### src/rtl/pc_gen_pkg.sv
// Shared defaults, next-PC select encoding and target alignment helper for pc_gen.
package pc_gen_pkg;

  localparam int unsigned PCLEN_DEF     = 10;
  localparam int unsigned INC_DEF       = 4;
  localparam int unsigned RAS_DEPTH_DEF = 4;

  typedef enum logic [2:0] {
    SEL_BRANCH,
    SEL_JUMP,
    SEL_RET,
    SEL_SEQ,
    SEL_HOLD
  } pc_sel_e;

  // Bits below the fetch granule; these are cleared in every redirect target.
  function automatic logic [31:0] align_mask(input int unsigned inc);
    return inc - 32'd1;
  endfunction

endpackage

### src/rtl/pc_ras.sv
// Circular return-address stack: push overwrites the oldest entry when full,
// pop on empty leaves the stack untouched and sets a sticky error.
module pc_ras #(
  parameter int unsigned PCLEN = 10,
  parameter int unsigned DEPTH = 4
) (
  input  logic             clk,
  input  logic             rst,
  input  logic             push,
  input  logic [PCLEN-1:0] push_data,
  input  logic             pop,
  output logic [PCLEN-1:0] top,
  output logic             empty,
  output logic             full,
  output logic             err
);

  localparam int unsigned AW = $clog2(DEPTH);
  localparam int unsigned CW = AW + 1;

  logic [PCLEN-1:0] mem [DEPTH];
  logic [AW-1:0]    ptr;
  logic [CW-1:0]    count;

  // ptr addresses the next free slot; the top of stack sits just below it.
  assign top   = mem[ptr - AW'(1)];
  assign empty = (count == '0);
  assign full  = (count == CW'(DEPTH));

  always_ff @(posedge clk) begin
    if (push) mem[ptr] <= push_data;
  end

  always_ff @(posedge clk or posedge rst) begin
    if (rst) begin
      ptr   <= '0;
      count <= '0;
      err   <= 1'b0;
    end else if (push) begin
      ptr <= ptr + AW'(1);
      if (!full) count <= count + CW'(1);
    end else if (pop) begin
      if (empty) begin
        err <= 1'b1;
      end else begin
        ptr   <= ptr - AW'(1);
        count <= count - CW'(1);
      end
    end
  end

endmodule

### src/rtl/pc_gen.sv
// Fetch-stage program counter with branch/jump/return redirect and stall.
// Define PCGEN_RAS_EN to build the return-address stack for call/return prediction.
module pc_gen
  import pc_gen_pkg::*;
#(
  parameter int unsigned      PCLEN     = PCLEN_DEF,
  parameter int unsigned      INC       = INC_DEF,
  parameter logic [PCLEN-1:0] RESET_PC  = '0,
  parameter int unsigned      RAS_DEPTH = RAS_DEPTH_DEF
) (
  input  logic             clk,
  input  logic             rst,
  input  logic             stall,
  input  logic             br_taken,
  input  logic [PCLEN-1:0] br_target,
  input  logic             jump,
  input  logic [PCLEN-1:0] jump_target,
  input  logic             call,
  input  logic             ret,
  output logic [PCLEN-1:0] pc,
  output logic [PCLEN-1:0] pc_last,
  output logic [PCLEN-1:0] pc_next,
  output logic             misalign,
  output logic             ras_empty,
  output logic             ras_full,
  output logic             ras_err
);

  localparam logic [PCLEN-1:0] LOW_MASK = PCLEN'(align_mask(INC));
  localparam logic [PCLEN-1:0] STEP     = PCLEN'(INC);

  pc_sel_e          sel;
  logic [PCLEN-1:0] raw_target;
  logic [PCLEN-1:0] ret_target;
  logic             redirect;

`ifdef PCGEN_RAS_EN
  logic [PCLEN-1:0] ras_top;

  // sel already resolves priority, so losing call/ret requests never touch the stack.
  pc_ras #(
    .PCLEN (PCLEN),
    .DEPTH (RAS_DEPTH)
  ) u_ras (
    .clk       (clk),
    .rst       (rst),
    .push      ((sel == SEL_JUMP) && call),
    .push_data (pc + STEP),
    .pop       (sel == SEL_RET),
    .top       (ras_top),
    .empty     (ras_empty),
    .full      (ras_full),
    .err       (ras_err)
  );

  assign ret_target = ras_empty ? jump_target : ras_top;
`else
  logic unused_call;

  assign unused_call = call;
  assign ret_target  = jump_target;
  assign ras_empty   = 1'b1;
  assign ras_full    = 1'b0;
  assign ras_err     = 1'b0;
`endif

  always_comb begin
    sel = SEL_HOLD;
    if (br_taken)    sel = SEL_BRANCH;
    else if (jump)   sel = SEL_JUMP;
    else if (ret)    sel = SEL_RET;
    else if (!stall) sel = SEL_SEQ;
  end

  always_comb begin
    raw_target = br_target;
    redirect   = 1'b1;
    pc_next    = pc;
    case (sel)
      SEL_BRANCH: raw_target = br_target;
      SEL_JUMP:   raw_target = jump_target;
      SEL_RET:    raw_target = ret_target;
      default:    redirect   = 1'b0;
    endcase
    if (redirect)            pc_next = raw_target & ~LOW_MASK;
    else if (sel == SEL_SEQ) pc_next = pc + STEP;
  end

  always_ff @(posedge clk or posedge rst) begin
    if (rst) begin
      pc       <= RESET_PC;
      pc_last  <= RESET_PC;
      misalign <= 1'b0;
    end else begin
      if (sel != SEL_HOLD) pc_last <= pc;
      pc       <= pc_next;
      misalign <= redirect && |(raw_target & LOW_MASK);
    end
  end

endmodule

### config.mk
export PLATFORM = sky130hd
export DESIGN_NAME = pc_gen
export DESIGN_NICKNAME = d
export VERILOG_FILES = /design/src/rtl/pc_gen_pkg.sv /design/src/rtl/pc_ras.sv /design/src/rtl/pc_gen.sv
export SDC_FILE = /design/constraint.sdc
export NUM_CORES = 1
export LEC_CHECK = 0
export ABC_AREA = 1
export BUFFER_PORTS_ARGS = -buffer_cell sky130_fd_sc_hd__buf_2
export CAP_MARGIN = 20
export CELL_PAD_IN_SITES_DETAIL_PLACEMENT = 0
export CELL_PAD_IN_SITES_GLOBAL_PLACEMENT = 1
export CORE_ASPECT_RATIO = 1.1
export CORE_UTILIZATION = 31
export DETAILED_ROUTE_END_ITERATION = 8
export PLACE_DENSITY_LB_ADDON = 0.1
export SLEW_MARGIN = 20
export SYNTH_ARGS = -nofsm -noshare
export SYNTH_HDL_FRONTEND = slang
export SYNTH_SLANG_ARGS = --single-unit
### constraint.sdc
create_clock -name clk -period 1.4 [get_ports clk]
set_input_delay 0 -clock clk [delete_from_list [all_inputs] [get_ports clk]]
set_output_delay 0 -clock clk [all_outputs]
set_load 0.03 [all_outputs]
==> results of run 1 <==
[per-stage QoR]
stage	power [mW]	setup TNS, ps	hold WS [ps]	std cells
global route	1.642	-1158	29.91	261
finish	1.552	-329.3	38.82	261
detailed placement	1.146	0	49.40	229
CTS	1.549	-605.1	14.83	257
global placement	1.141	0	45.56	229
floorplan	1.011	-41.45	-23.75	129
[power by group through the flow]
| stage | Sequential, mW | Clock (mW) | Combinational (mW) |
|---|---|---|---|
| after floorplan | 0.809 | 0 | 0.202 |
| after global placement | 0.705 | 0 | 0.437 |
| after detailed placement | 0.707 | 0 | 0.439 |
| after CTS | 0.694 | 0.323 | 0.533 |
| after global routing | 0.704 | 0.328 | 0.610 |
| final | 0.696 | 0.290 | 0.566 |
[layout make-up]
type | count | area [um^2]
multi-input combinational | 89 | 553.0
sequential | 21 | 530.5
inverter | 12 | 50.05
fill | 357 | 1587
tap | 48 | 60.06
timing repair buffer | 87 | 606.8
clock buffer | 4 | 26.28
[metal layers]
layer | routed length (um) | GRT usage
met1 | 1263 | 0.2012
met2 | 1621 | 0.3153
met3 | 113 | 0.02756
met4 | 17 | 0.04360
met5 | 0 | 0
[Yosys cell counts]
library cell,number,area share
nand2_1,29,0.096
dfrtp_1,21,0.46
nor2_1,14,0.046
nand3_1,11,0.049
inv_1,10,0.033
a22oi_1,8,0.053
a21oi_2,7,0.054
nor2_4,5,0.050
o21ai_1,4,0.018
buf_4,3,0.020
buf_6,3,0.030
o21ai_0,3,0.013
conb_1,2,0.0066
nand2_4,2,0.020
buf_8,1,0.013
ha_1,1,0.011
inv_2,1,0.0033
inv_6,1,0.0077
nor2_2,1,0.0055
xor2_1,1,0.0077
[timing repair]
item	in CTS	in global routing
hold buffers	19	0
endpoints found under the hold margin	29	0
pin swaps	6	5
resized for setup	16	14
endpoints found under the setup margin	7	8
buffers inserted	5	4
[tightest hold or removal path: cells and delay by family]
kind,cells,cell delay (ps)
buffers and inverters,1,170
AND/OR/NAND/NOR,2,150
[registers in the layout (all words and copies together), names as in the netlist]
name / count
pc: 10
misalign: 1
pc_last: 10
[how the worst min path moves through the flow]
| stage | from | end | slack (ps) | cells after the start |
|---|---|---|---|---|
| 2_1_floorplan | rst | misalign | -20 | 1 |
| 3_3_place_gp | rst | pc_last[3] | 50 | 3 |
| 3_5_place_dp | rst | pc_last[3] | 50 | 3 |
| 4_1_cts | stall | pc_last[3] | 10 | 3 |
| 5_1_grt | stall | pc_last[3] | 30 | 3 |
| 6_report | stall | pc_last[3] | 40 | 3 |
[kinds of logic (layout without fill, tap and decap cells)]
family | after synthesis | count (layout)
AND/OR/NAND/NOR | 62 | 62
AO/OA/AOI/OAI | 22 | 22
flip-flops | 21 | 21
buffers and inverters | 19 | 103
other | 2 | 3
adder cells (fa/ha/maj) | 1 | 1
XOR/XNOR | 1 | 1
==> flow_summary_export.csv, run 1 <==
group,metric,value,unit
logic_synthesis,synthAdderAreaFrac,0.01104,
critical_path,crit_cells,8,
finish,mostFrequentLayoutCells,"buf_2, nand2_1, dlygate4sd3_1, dfrtp_1",
logic_synthesis,yosys_warnings,0,
routing,remaining_drc_errors,0,
floorplanning,initial_core_util,0.3321,
routing,post_drt_wl_per_cell,11.55,um
critical_path,arrival,1500,ps
critical_path,r2r_slack,80,ps
critical_path,end_kind,"output port",
floorplanning,die_w,59.66,um
routing,vias,1148,
timing,slew_viol_final,0,
logic_synthesis,syn_area_per_cell,8.856,um^2
critical_path,crit_path_max_incr_delay,450,ps
floorplanning,core,0.003413,mm^2
global_routing,grt_pass1_wl,5.030,mm
timing,rsz0062_at_grt,"true",
timing,period_needed,1499,ps
critical_path,critical-path-top-delay-family,"simple AND/OR/NAND/NOR gates",
power_and_ir_drop,p_comb_frac,0.365,
routing,firstDrtPassIters,4,
power_and_ir_drop,sequentialPowerShare,0.448,
placed_design,finalWeightedCongestion,0.6932,
critical_path,r2r-start,"pc[2]",
placed_design,io_buffers,56,
placed_design,place_hpwl,2.009,mm
power_and_ir_drop,net-switching-power,0.5538,mW
logic_synthesis,synth-seq-area-share,0.4636,
power_and_ir_drop,power_switching_share,0.3569,
logic_synthesis,ys_ff_latch,21,
logic_synthesis,synth_compound_area_frac,0.1380,
logic_synthesis,synth_top_family_by_area,"simple AND/OR/NAND/NOR gates",
cts,numCtsBuffers,3,
placed_design,post-place-ws,118.1,ps
floorplanning,row_count,22,
cts,h-tree-depth,1,
critical_path,critical_path_required,1400,ps
critical_path,critical_path.cell_chain,"ha_4 -> nand2_4 -> nor2_4 -> nand2_1 -> nand2_1 -> nand3_2 -> nand2_2 -> buf_6",
power_and_ir_drop,powerDensity,849.5,mW/mm^2
routing,drt-vias-per-instance,4.398,
cts,clk_pin_slew,110,ps
timing,postLayoutSetupSlackWorst,-99.09,ps
cts,numClockSinks,21,
global_routing,grt_start_max_net_pins,22,
finish,final_common_cell,"buf_2",
critical_path,r2r-end,"pc[4]",
cts,cts_tree,"yes",
cts,root_buffer,"clkbuf_4",
placed_design,dpl-instance-area,0.001443,mm^2
cts,clk_latency,290,ps
finish,n_antenna_cell,0,
logic_synthesis,synth.distinct_cells,20,
global_routing,grt_overflow,0,
critical_path,startpoint,"pc[2]",
critical_path,crit_type,"flop to output port",
logic_synthesis,synthesis.area,0.001134,mm^2
floorplanning,die_area,0.003903,mm^2
critical_path,crit_top_cell,"nand2_1",
power_and_ir_drop,internal_power,0.9981,mW
timing,max_freq,0.6671,GHz
job,drv_cap,0,
floorplanning,die_h,65.42,um
critical_path,cp-start-kind,"flop",
min_path,hold_class,"input port to flop",
critical_path,crit_slowest_cell,"dfrtp_2",
routing,ant_nets,0,
logic_synthesis,synthMuxAreaShare,0,
timing,final_hold_viol_count,0,
critical_path,r2r_cells,8,
power_and_ir_drop,pwr-share-clk,0.187,
critical_path,critical_path.max_fanout,5,
critical_path,path_buf_inv,1,
logic_synthesis,synth_xor_area_frac,0.007726,
finish,nets,242,
power_and_ir_drop,vdd_ir_drop_max,347.8,uV
run_status,violations,"setup timing",
logic_synthesis,netlist_instances,128,
timing,post-route-period-util,1.071,
finish,drive_gt1_frac,0.5023,
routing,postRouteWirelength,3.015,mm
timing,finClkSkew,1.030,ps
floorplanning,io_pins,61,
critical_path,crit_end,"pc_next[6]",
run_status,status,"finished, violations left",
finish,fin_util,0.5352,
power_and_ir_drop,p_leak,0.9297,nW
routing,drtIter0Drc,21,
finish,stdcell_area,0.001827,mm^2
timing,setup_viol,7,
global_routing,grt_antenna_before_repair,0,
global_routing,groute.usage.overall,0.1713,
global_routing,grt_pass1_vias,1191,
cts,clock_path_buffers,2,
logic_synthesis,synth-simple-area-share,0.2660,
finish,syn_to_final_growth,61.15,%
No activity file was read; power rests on OpenSTA's default activity.
==> run 2: changes to the inputs <==
--- a/config.mk
+++ b/config.mk
@@ -6,7 +6,7 @@
 export NUM_CORES = 1
 export LEC_CHECK = 0
 export ABC_AREA = 1
-export BUFFER_PORTS_ARGS = -buffer_cell sky130_fd_sc_hd__buf_2
+export BUFFER_PORTS_ARGS = -buffer_cell sky130_fd_sc_hd__clkbuf_2
 export CAP_MARGIN = 20
 export CELL_PAD_IN_SITES_DETAIL_PLACEMENT = 0
 export CELL_PAD_IN_SITES_GLOBAL_PLACEMENT = 1
==> flow_summary_export.csv, run 2 (synthesis results as in run 1) <==
group,metric,value,unit
critical_path,critical_path.cell_chain,"ha_4 -> nand2_4 -> nor2_4 -> nand2_1 -> nand2_1 -> nand3_2 -> nand2_2 -> buf_8",
global_routing,met1_usage,0.1931,
power_and_ir_drop,p_leak,0.9471,nW
cts,cts_tree,"yes",
critical_path,arrival,1510,ps
run_status,violations,"setup timing",
timing,finClkSkew,1.254,ps
run_status,status,"finished, violations left",
global_routing,grt_antenna_before_repair,0,
finish,drive_gt1_frac,0.5234,
global_routing,top_usage_layer,"met2",
cts,numCtsBuffers,3,
timing,final_hold_viol_count,0,
floorplanning,die_w,59.66,um
floorplanning,die_h,65.42,um
global_routing,use_met3,0.02559,
finish,n_antenna_cell,0,
critical_path,crit_top_cell,"nand2_1",
finish,syn_to_final_growth,65.23,%
critical_path,end_kind,"output port",
finish,largestRegisters,"pc x10, pc_last x10, misalign x1",
critical_path,crit_slowest_cell,"dfrtp_2",
timing,postLayoutSetupSlackWorst,-113.7,ps
critical_path,critical-path-top-delay-family,"simple AND/OR/NAND/NOR gates",
routing,postRouteWirelength,3.143,mm
global_routing,grt_overflow,0,
global_routing,grt_pass1_vias,1236,
finish,stdcell_area,0.001873,mm^2
routing,remaining_drc_errors,0,
finish,fin_cells,262,
timing,setup_viol,8,
routing,vias,1160,
floorplanning,initial_core_util,0.3321,
critical_path,r2r_cells,6,
routing,post_drt_wl_per_cell,12.00,um
critical_path,crit_cells,8,
min_path,worstHoldPathCells,3,
placed_design,finalWeightedCongestion,0.7013,
critical_path,cp-start-kind,"flop",
placed_design,io_buffers,56,
critical_path,r2r_slack,210,ps
finish,nets,243,
timing,post-route-period-util,1.081,
placed_design,dp.cells,231,
cts,numClockSinks,21,
min_path,hold_class,"input port to flop",
timing,slew_viol_final,0,
cts,clk_pin_slew,120,ps
power_and_ir_drop,powerDensity,845.1,mW/mm^2
global_routing,groute.usage.overall,0.1756,
placed_design,dpl-instance-area,0.001458,mm^2
routing,ant_nets,0,
global_routing,grt_start_max_net_pins,22,
floorplanning,core,0.003413,mm^2
floorplanning,die_area,0.003903,mm^2
routing,drtIter0Drc,36,
job,drv_cap,0,
critical_path,critical_path_required,1400,ps
finish,mostFrequentLayoutCells,"clkbuf_2, nand2_1, dlygate4sd3_1, dfrtp_1, buf_4",
critical_path,critical_path.max_fanout,5,
finish,final_common_cell,"clkbuf_2",
floorplanning,row_count,22,
timing,period_needed,1514,ps
global_routing,grtUsageMet2,0.3319,
critical_path,crit_type,"flop to output port",
cts,clock_path_buffers,2,
placed_design,place_hpwl,2.069,mm
floorplanning,io_pins,61,
timing,rsz0062_at_grt,"true",
finish,num-fill-cells,351,
global_routing,grt_pass1_wl,5.092,mm
power_and_ir_drop,finalPower,1.583,mW
finish,fin_util,0.5488,
timing,fin_hold_ws,65.74,ps
critical_path,path_buf_inv,1,
cts,root_buffer,"clkbuf_4",
cts,h-tree-depth,1,
power_and_ir_drop,vdd_ir_drop_max,340.2,uV
timing,max_freq,0.6606,GHz
routing,drt-vias-per-instance,4.427,
routing,firstDrtPassIters,5,
cts,clk_latency,300,ps
critical_path,crit_path_max_incr_delay,450,ps
run 2: cell count changes in the layout (fill, tap and decap cells not counted), sizes merged:
cell         change
buf             -50
clkbuf          +49
clkinv           +1
dlygate4sd3      +1
run 2: per-layer routing:
layer / vias to the layer above / wire, um
li1: 583 / -
met3: 2 / 109
met5: - / 0
met2: 34 / 1735
met4: 0 / 18
met1: 541 / 1280
run 2: final timing paths:
check                                   to        from
min in group asynchronous       pc_last[3]         rst
max in group asynchronous            pc[2]         rst
worst min register to register  pc_last[2]  pc_last[2]
worst max register to register       pc[4]       pc[2]
worst max-delay path            pc_next[8]       pc[2]
worst min-delay path            pc_last[5]       stall
run 2: through the flow:
stage | setup TNS (ps) | setup slack (ps)
floorplan | -41.45 | -41.45
global placement | 0 | 126.7
detailed placement | 0 | 99.09
CTS | -695.2 | -142.4
global route | -1205 | -213.1
finish | -458.9 | -113.7
run 2: repair_timing:
item / CTS / global route
cloned: 0 / 0
pin swaps: 5 / 3
gates resized for setup: 21 / 20
setup buffers: 1 / 6
endpoints found under the setup margin: 7 / 8
hold endpoints to repair: 30 / 0
hold buffers: 20 / 0
run 2: final cells by class:
type / count / area [um^2] / area share
clock inverter: 1 / 5.005 / 0.002672
sequential: 21 / 530.5 / 0.2832
tap: 48 / 60.06 / 0.03206
timing repair buffer: 88 / 640.6 / 0.3420
inverter: 12 / 50.05 / 0.02672
multi-input combinational: 89 / 564.3 / 0.3013
clock buffer: 3 / 22.52 / 0.01202
run 2: power by group:
| group | internal (mW) | switching (mW) | total [mW] |
|---|---|---|---|
| Clock | 0.107 | 0.194 | 0.300 |
| Combinational | 0.240 | 0.344 | 0.584 |
| Sequential | 0.658 | 0.0407 | 0.699 |
| Total | 1.00 | 0.578 | 1.58 |
run 2: tightest hold or removal path, delay by kind of cell:
| family | cells | cell delay [ps] |
|---|---|---|
| simple gates | 2 | 170 |
| buf+inv | 1 | 180 |
